`src/rtl/branch_ex_if.sv`:
```
// Issue-side and result-side bus of the branch execution unit.
// slave: the branch unit itself; master: the issue/consumer side driving it.
interface branch_ex_if #(
    parameter int unsigned DATA_W = 32,
    parameter int unsigned ADDR_W = 32,
    parameter int unsigned OP_W   = 5,
    parameter int unsigned TAG_W  = 4
);
    logic              in_valid;
    logic              in_ready;
    logic [OP_W-1:0]   in_op;
    logic [DATA_W-1:0] in_opO;
    logic [DATA_W-1:0] in_opT;
    logic [DATA_W-1:0] in_imm;
    logic [ADDR_W-1:0] in_pc;
    logic [TAG_W-1:0]  in_tag;
    logic              in_pred_taken;

    logic              out_valid;
    logic              out_ready;
    logic              br_taken;
    logic [ADDR_W-1:0] br_target;
    logic              br_mispredict;
    logic              wb_en;
    logic [TAG_W-1:0]  wb_tag;
    logic [DATA_W-1:0] wb_data;

    modport slave (
        input  in_valid, in_op, in_opO, in_opT, in_imm, in_pc, in_tag, in_pred_taken,
        input  out_ready,
        output in_ready,
        output out_valid, br_taken, br_target, br_mispredict, wb_en, wb_tag, wb_data
    );

    modport master (
        output in_valid, in_op, in_opO, in_opT, in_imm, in_pc, in_tag, in_pred_taken,
        output out_ready,
        input  in_ready,
        input  out_valid, br_taken, br_target, br_mispredict, wb_en, wb_tag, wb_data
    );
endinterface

```
`src/rtl/branch_ex.sv`:
```
// Branch execution unit: two-stage (registered issue -> result register) branch
// resolver producing the PC redirect and the JAL/JALR link write for the CDB.
// Optional macro BRANCH_STAT_EN adds saturating branch/mispredict counters.
module branch_ex #(
    parameter int unsigned DATA_W = 32,
    parameter int unsigned ADDR_W = 32,
    parameter int unsigned OP_W   = 5,
    parameter int unsigned TAG_W  = 4
) (
    input  logic        clk,
    input  logic        rst,
    input  logic        flush,
    branch_ex_if.slave  bus
`ifdef BRANCH_STAT_EN
    ,
    output logic [31:0] stat_branches,
    output logic [31:0] stat_mispredicts
`endif
);
    typedef enum logic [OP_W-1:0] {
        OP_NOP  = OP_W'(0),
        OP_JAL  = OP_W'(1),
        OP_JALR = OP_W'(2),
        OP_BEQ  = OP_W'(3),
        OP_BNE  = OP_W'(4),
        OP_BLT  = OP_W'(5),
        OP_BGE  = OP_W'(6),
        OP_BLTU = OP_W'(7),
        OP_BGEU = OP_W'(8)
    } op_e;

    // stage 1: registered issue
    logic              s1_valid;
    logic [OP_W-1:0]   s1_op;
    logic [DATA_W-1:0] s1_opo;
    logic [DATA_W-1:0] s1_opt;
    logic [DATA_W-1:0] s1_imm;
    logic [ADDR_W-1:0] s1_pc;
    logic [TAG_W-1:0]  s1_tag;
    logic              s1_pred;

    // stage 2: result register
    logic              s2_valid;
    logic              s2_taken;
    logic [ADDR_W-1:0] s2_target;
    logic              s2_mispredict;
    logic              s2_link;
    logic [TAG_W-1:0]  s2_tag;
    logic [DATA_W-1:0] s2_data;

    logic              s1_advance;
    logic              in_ready;
    logic              out_xfer;

    // resolve results from stage 1
    logic              r_taken;
    logic              r_is_br;
    logic              r_link;
    logic              r_jalr;
    logic [ADDR_W-1:0] r_pc_imm;
    logic [ADDR_W-1:0] r_pc4;
    logic [DATA_W-1:0] r_jalr_sum;
    logic [ADDR_W-1:0] r_jalr_tgt;
    logic [ADDR_W-1:0] r_target;

    assign s1_advance = !s2_valid || bus.out_ready;
    assign in_ready   = !s1_valid || s1_advance;
    assign out_xfer   = s2_valid && bus.out_ready;

    assign r_pc_imm   = s1_pc + ADDR_W'(s1_imm);
    assign r_pc4      = s1_pc + ADDR_W'(4);
    assign r_jalr_sum = (s1_opo + s1_imm) & ~DATA_W'(1);
    assign r_jalr_tgt = ADDR_W'(r_jalr_sum);

    // decode opcode and resolve direction; unknown opcodes act as NOP
    always_comb begin
        r_taken = 1'b0;
        r_is_br = 1'b1;
        r_link  = 1'b0;
        r_jalr  = 1'b0;
        case (s1_op)
            OP_JAL:  begin r_taken = 1'b1; r_link = 1'b1; end
            OP_JALR: begin r_taken = 1'b1; r_link = 1'b1; r_jalr = 1'b1; end
            OP_BEQ:  r_taken = (s1_opo == s1_opt);
            OP_BNE:  r_taken = (s1_opo != s1_opt);
            OP_BLT:  r_taken = ($signed(s1_opo) <  $signed(s1_opt));
            OP_BGE:  r_taken = ($signed(s1_opo) >= $signed(s1_opt));
            OP_BLTU: r_taken = (s1_opo <  s1_opt);
            OP_BGEU: r_taken = (s1_opo >= s1_opt);
            default: r_is_br = 1'b0;
        endcase
        r_target = r_taken ? (r_jalr ? r_jalr_tgt : r_pc_imm) : r_pc4;
    end

    // pipeline registers: reset, then flush, then normal advance/refill
    always_ff @(posedge clk) begin
        if (rst) begin
            s1_valid      <= 1'b0;
            s1_op         <= '0;
            s1_opo        <= '0;
            s1_opt        <= '0;
            s1_imm        <= '0;
            s1_pc         <= '0;
            s1_tag        <= '0;
            s1_pred       <= 1'b0;
            s2_valid      <= 1'b0;
            s2_taken      <= 1'b0;
            s2_target     <= '0;
            s2_mispredict <= 1'b0;
            s2_link       <= 1'b0;
            s2_tag        <= '0;
            s2_data       <= '0;
        end else if (flush) begin
            s1_valid <= 1'b0;
            s2_valid <= 1'b0;
        end else begin
            if (s1_advance) begin
                s2_valid <= s1_valid && r_is_br;
                if (s1_valid && r_is_br) begin
                    s2_taken      <= r_taken;
                    s2_target     <= r_target;
                    s2_mispredict <= r_taken != s1_pred;
                    s2_link       <= r_link;
                    s2_tag        <= s1_tag;
                    s2_data       <= DATA_W'(r_pc4);
                end
            end
            if (in_ready) begin
                s1_valid <= bus.in_valid;
                if (bus.in_valid) begin
                    s1_op   <= bus.in_op;
                    s1_opo  <= bus.in_opO;
                    s1_opt  <= bus.in_opT;
                    s1_imm  <= bus.in_imm;
                    s1_pc   <= bus.in_pc;
                    s1_tag  <= bus.in_tag;
                    s1_pred <= bus.in_pred_taken;
                end
            end
        end
    end

    assign bus.in_ready      = in_ready;
    assign bus.out_valid     = s2_valid;
    assign bus.br_taken      = s2_taken;
    assign bus.br_target     = s2_target;
    assign bus.br_mispredict = s2_mispredict;
    assign bus.wb_tag        = s2_tag;
    assign bus.wb_data       = s2_data;
    assign bus.wb_en         = out_xfer && s2_link && (s2_tag != '0);

`ifdef BRANCH_STAT_EN
    // saturating transfer counters; survive flush, cleared only by rst
    always_ff @(posedge clk) begin
        if (rst) begin
            stat_branches    <= '0;
            stat_mispredicts <= '0;
        end else if (out_xfer) begin
            if (stat_branches != '1)
                stat_branches <= stat_branches + 32'd1;
            if (s2_mispredict && stat_mispredicts != '1)
                stat_mispredicts <= stat_mispredicts + 32'd1;
        end
    end
`endif
endmodule
```
`src/flat_wrapper.sv`:
```
// flat-port wrapper written by rule: the top's interface ports become plain ports
module branch_ex_flat 
#(
    parameter int unsigned DATA_W = 32,
    parameter int unsigned ADDR_W = 32,
    parameter int unsigned OP_W   = 5,
    parameter int unsigned TAG_W  = 4
)
  (clk, rst, flush, bus_in_valid, bus_in_op, bus_in_opO, bus_in_opT, bus_in_imm, bus_in_pc, bus_in_tag, bus_in_pred_taken, bus_out_ready, bus_in_ready, bus_out_valid, bus_br_taken, bus_br_target, bus_br_mispredict, bus_wb_en, bus_wb_tag, bus_wb_data);
  branch_ex_if #(.DATA_W(DATA_W), .ADDR_W(ADDR_W), .OP_W(OP_W), .TAG_W(TAG_W)) bus_i ();
  input  logic clk;
  input  logic rst;
  input  logic flush;
  input wire logic [$bits(bus_i.in_valid)-1:0] bus_in_valid;
  input wire logic [$bits(bus_i.in_op)-1:0] bus_in_op;
  input wire logic [$bits(bus_i.in_opO)-1:0] bus_in_opO;
  input wire logic [$bits(bus_i.in_opT)-1:0] bus_in_opT;
  input wire logic [$bits(bus_i.in_imm)-1:0] bus_in_imm;
  input wire logic [$bits(bus_i.in_pc)-1:0] bus_in_pc;
  input wire logic [$bits(bus_i.in_tag)-1:0] bus_in_tag;
  input wire logic [$bits(bus_i.in_pred_taken)-1:0] bus_in_pred_taken;
  input wire logic [$bits(bus_i.out_ready)-1:0] bus_out_ready;
  output wire logic [$bits(bus_i.in_ready)-1:0] bus_in_ready;
  output wire logic [$bits(bus_i.out_valid)-1:0] bus_out_valid;
  output wire logic [$bits(bus_i.br_taken)-1:0] bus_br_taken;
  output wire logic [$bits(bus_i.br_target)-1:0] bus_br_target;
  output wire logic [$bits(bus_i.br_mispredict)-1:0] bus_br_mispredict;
  output wire logic [$bits(bus_i.wb_en)-1:0] bus_wb_en;
  output wire logic [$bits(bus_i.wb_tag)-1:0] bus_wb_tag;
  output wire logic [$bits(bus_i.wb_data)-1:0] bus_wb_data;
  assign bus_i.in_valid = bus_in_valid;
  assign bus_i.in_op = bus_in_op;
  assign bus_i.in_opO = bus_in_opO;
  assign bus_i.in_opT = bus_in_opT;
  assign bus_i.in_imm = bus_in_imm;
  assign bus_i.in_pc = bus_in_pc;
  assign bus_i.in_tag = bus_in_tag;
  assign bus_i.in_pred_taken = bus_in_pred_taken;
  assign bus_i.out_ready = bus_out_ready;
  assign bus_in_ready = bus_i.in_ready;
  assign bus_out_valid = bus_i.out_valid;
  assign bus_br_taken = bus_i.br_taken;
  assign bus_br_target = bus_i.br_target;
  assign bus_br_mispredict = bus_i.br_mispredict;
  assign bus_wb_en = bus_i.wb_en;
  assign bus_wb_tag = bus_i.wb_tag;
  assign bus_wb_data = bus_i.wb_data;
  branch_ex #(.DATA_W(DATA_W), .ADDR_W(ADDR_W), .OP_W(OP_W), .TAG_W(TAG_W)) u_core (.clk(clk), .rst(rst), .flush(flush), .bus(bus_i));
endmodule
```
`config.mk`:
```
export PLATFORM = sky130hd
export DESIGN_NAME = branch_ex_flat
export DESIGN_NICKNAME = d
export VERILOG_FILES = /design/src/rtl/branch_ex_if.sv /design/src/rtl/branch_ex.sv /design/src/flat_wrapper.sv
export SDC_FILE = /design/constraint.sdc
export NUM_CORES = 1
export LEC_CHECK = 0
export CAP_MARGIN = 5
export CORE_MARGIN = 2
export CORE_UTILIZATION = 45
export DETAILED_ROUTE_END_ITERATION = 16
export GPL_TIMING_DRIVEN = 0
export PLACE_DENSITY_LB_ADDON = 0.12
export REMOVE_ABC_BUFFERS = 1
export SLEW_MARGIN = 20
export SYNTH_ARGS = -nofsm -noshare
export SYNTH_HDL_FRONTEND = slang
export SYNTH_SLANG_ARGS = --single-unit
```
`constraint.sdc`:
```
create_clock -name clk -period 7.21 [get_ports clk]
set_clock_uncertainty 0.05 [all_clocks]
set_input_delay 0.721 -clock clk [delete_from_list [all_inputs] [get_ports clk]]
set_output_delay 0.721 -clock clk [all_outputs]
set_load 0.01 [all_outputs]
```
==> results.md <==
* First-pass GRT wire length at 57100 um
* Worst slew pin tran at roughly 0.97 ns
* Most common library cell in the layout ignoring fill and taps: nand2_1
* Worst Hold Launch: u_core.bus.br_target[27]$_SDFFE_PP0P_
* Final Hold Slack at 0.401 ns
* Synth-to-layout area growth at 27.1%
* Static Leak at 6.10 nW
* Vias per Instance at 5.48
* Reg clk slew, reported paths at 0.06 ns
* CTS Hold Buffers Added at 0
* Final Hold Viols at 0
* Ant diodes at 0
* Final WL at 36300 um
* Root Buffer: clkbuf_16
* Rel. slew slack at 34.9%
* Part of the Yosys area used for sequential elements at approximately 34%
* Asr flop ratio synth at 0%
* Final Wtd Congestion at 0.875
* CP cell instances: nor3_1 > xnor2_1 > nand3b_1 > nor3_2 > buf_4 > buf_4 > buf_4 > buf_6 > buf_6 > buf_4 > nand2_1 > a2111oi_0 > a311o_1
* TritonCTS Sinks at 211
* Critical Path Source: u_core.s1_op[0]$_SDFFE_PP0P_
* Die span in y at 171 um
* Yosys reg bits at 211
* Initial DRC count at 1020
* # DRC at 0
* Yosys Warn Count at 0
* Number of synthesized flops with an enable pin at 0
* R2R Path Start: u_core.s1_op[0]$_SDFFE_PP0P_
* Fin nets at ~2000
* Reg area at 0.00422 sq mm
* TritonCTS clock tree: done
* Die X at 171 um
* Vias in the first global route at 10900
* Starting Density at ~45%
* Worst path top cell family by delay: simple AND/OR/NAND/NOR gates
* Max cap viols at 0
* Synthesized area at between 0.01 and 0.015 sq mm
* Final ANT Viol Nets at 0
* Die ar. at a little under 0.03 sq mm
* Most frequent CP cell: buf_4
* Slew Viols, Final at 0
* Drt wl/cell at 16.6 um
* DR vias at 12000
* Slowest stage delay, CP at 0.85 ns
* CP Launch Type: register
* Arr. time, crit path at 4.50 ns
* Depth of the CTS H-tree at 1
* Util after Layout at 57.7%
* Pwr per Cell Area at 185 mW/mm^2
* Top Ports at 216
* Final WS setup at 3.11 ns
* Setup CP Type: register to register
* Worst R2R Setup Slack at 3.11 ns
* Synth unique cells at 77
* Endpoint class of the critical path: register
* Initial DRT Pass Iterations at 7
* Crit Path Max Fanout at 22
* VDD IR-drop max at 0.000144 V
* Layout cell share with drive strength beyond 1 at between 5 and 6%
* GRT Resource Usage Total at 24.3%
* Gate Count Post-Synth at ~1600
* CP bufs+invs at 6
* Commonest non-fill, non-tap cells in the layout: nand2_1, clkdlybuf4s50_1, a21oi_1, dfxtp_1, ha_1
* Total gr overflow at 0
* CP required at about 7.6 ns
* Prevailing post-synth register cell: dfxtp_1
* Core area at 0.0276 sq mm
* RSZ-0062 raised after global routing: no
* CTS resizes at 0
* Pre-CTS setup slack at 2.82 ns
* Top-area cell type share of the netlist area at 33.8%
* Avg Inst Size Synth at 7.71 sq um
* Yosys top cell by area: dfxtp_1
* Final setup fails at 0
* # port buffers at 215
* HP Class: register to register
* Max Root-Sink Buffers at 3
* Outcome: completed
* Fmax at between 200 and 250 MHz
* Post CTS Setup Buffer Count at 0
* FP Rows at 61
* Placed wire-length estimate at ~28000 um
* Largest net degree at the start of global routing at 114
* Post-route non-filler standard cell count at about 2200
* Post-route clock period utilization at 56.8%
* Worst path slowest cell: a2111oi_0
* Area of the multi-input gates at 0.00776 sq mm
* Synth area leaders: dfxtp_1, nand2_1, ha_1
* Layout fillers at roughly 2600
* Power Total at 2.93 mW
* Cell total after placement at about 2100
* Clk_lat worst skew at 0.52 ns
* Num CTS Buffers at 24
* Initial antenna violation count at 0
* Crit path time final at 4.10 ns
## flip-flops by register name, indices dropped and copies added, names as in the netlist
| signal | flops |
|---|---|
| u_core.s1_pred | 1 |
| u_core.bus.br_mispredict | 1 |
| u_core.s1_opt | 32 |
| u_core.s2_link | 1 |
| u_core.bus.br_taken | 1 |
| u_core.s1_op | 5 |
| u_core.s1_tag | 4 |
| u_core.bus.out_valid | 1 |
| u_core.bus.wb_tag | 4 |
| u_core.s1_opo | 32 |
| u_core.s1_pc | 32 |
| u_core.bus.br_target | 32 |
| u_core.s1_imm | 32 |
| u_core.bus.wb_data | 32 |
| u_core.s1_valid | 1 |
## path summary, 6_finish.rpt
| path | to | depth (start not counted) |
|---|---|---|
| setup / recovery | u_core.bus.br_target[17]$_SDFFE_PP0P_ | 13 |
| hold / removal | u_core.bus.br_target[27]$_SDFFE_PP0P_ | 2 |
| setup reg to reg | u_core.bus.br_target[17]$_SDFFE_PP0P_ | 13 |
| hold reg to reg | u_core.bus.br_target[27]$_SDFFE_PP0P_ | 2 |
## through the flow
stage                     setup TNS, ns  instance area [sq um]
after floorplan                       0                  12100
after global placement          -141.53                  14800
after detailed placement              0                  15100
after CTS                             0                  15900
after global routing                  0                  15900
final                                 0                  15900
## cell families after synthesis
| logic type | after synthesis | share of synthesized area (%) |
|---|---|---|
| xor gates and xnor gates | 81 | 5.67 |
| buffers and inverters | 139 | 4.38 |
| and+or+nand+nor | 629 | 22.2 |
| adders and majority gates | 96 | 9.72 |
| DFF | 211 | 33.8 |
| AOI/OAI and AO/OA | 458 | 23.6 |
| muxes | 8 | 0.640 |
## cell type report
class	count	area share (%)
multi-input cells	1272	48.8
well taps	378	2.97
inverters	48	1.13
flip-flops and latches	211	26.6
repair buffers	237	15.6
clock buffers	34	4.34
clock inverters	9	0.598
## Yosys cell counts, types with 4 or more instances
library cell and number:
and3_1 13, and4_1 6, o31ai_1 9, inv_1 47
nand3_1 30, or3_1 6, a32o_1 7, a21oi_1 211
nand3b_1 4, clkbuf_1 74, o21bai_1 6, nor4_1 4
a2111oi_0 5, nand4_1 18, a21o_1 27, or2_2 5
a311o_1 12, o211ai_1 13, nor3_1 24, a31oi_1 6
xor2_1 35, ha_1 94, o2111ai_1 6, o21a_1 13
buf_1 11, nor2b_1 11, a311oi_1 5, and2_1 14
nor2_1 86, nand2_1 386, o21ai_0 44, o311ai_1 4
mux2i_1 8, nand2b_1 5, a211oi_1 39, xnor2_1 46
o31a_1 7, dfxtp_1 211
## power by group
group | total (mW) | internal (mW) | switching [mW]
combinational | 0.464 | 0.214 | 0.250
sequential | 1.25 | 1.21 | 0.0459
clock | 1.22 | 0.734 | 0.483
total | 2.93 | 2.15 | 0.779
## worst min-delay path, cell delays in order, from the launching register on
cell and delay, ns:
dfxtp_1 0.32, nand2_1 0.05, o31ai_1 0.05
## metal layers
layer / track usage [%] / vias to the layer above / wire, um
met5: 0 / - / 0
li1: - / 6094 / -
met2: 37.5 / 373 / 15300
met3: 2.50 / 50 / 2070
met1: 35.9 / 5476 / 18000
met4: 6.47 / 0 / 946
Power figures use the tool's default switching activity.
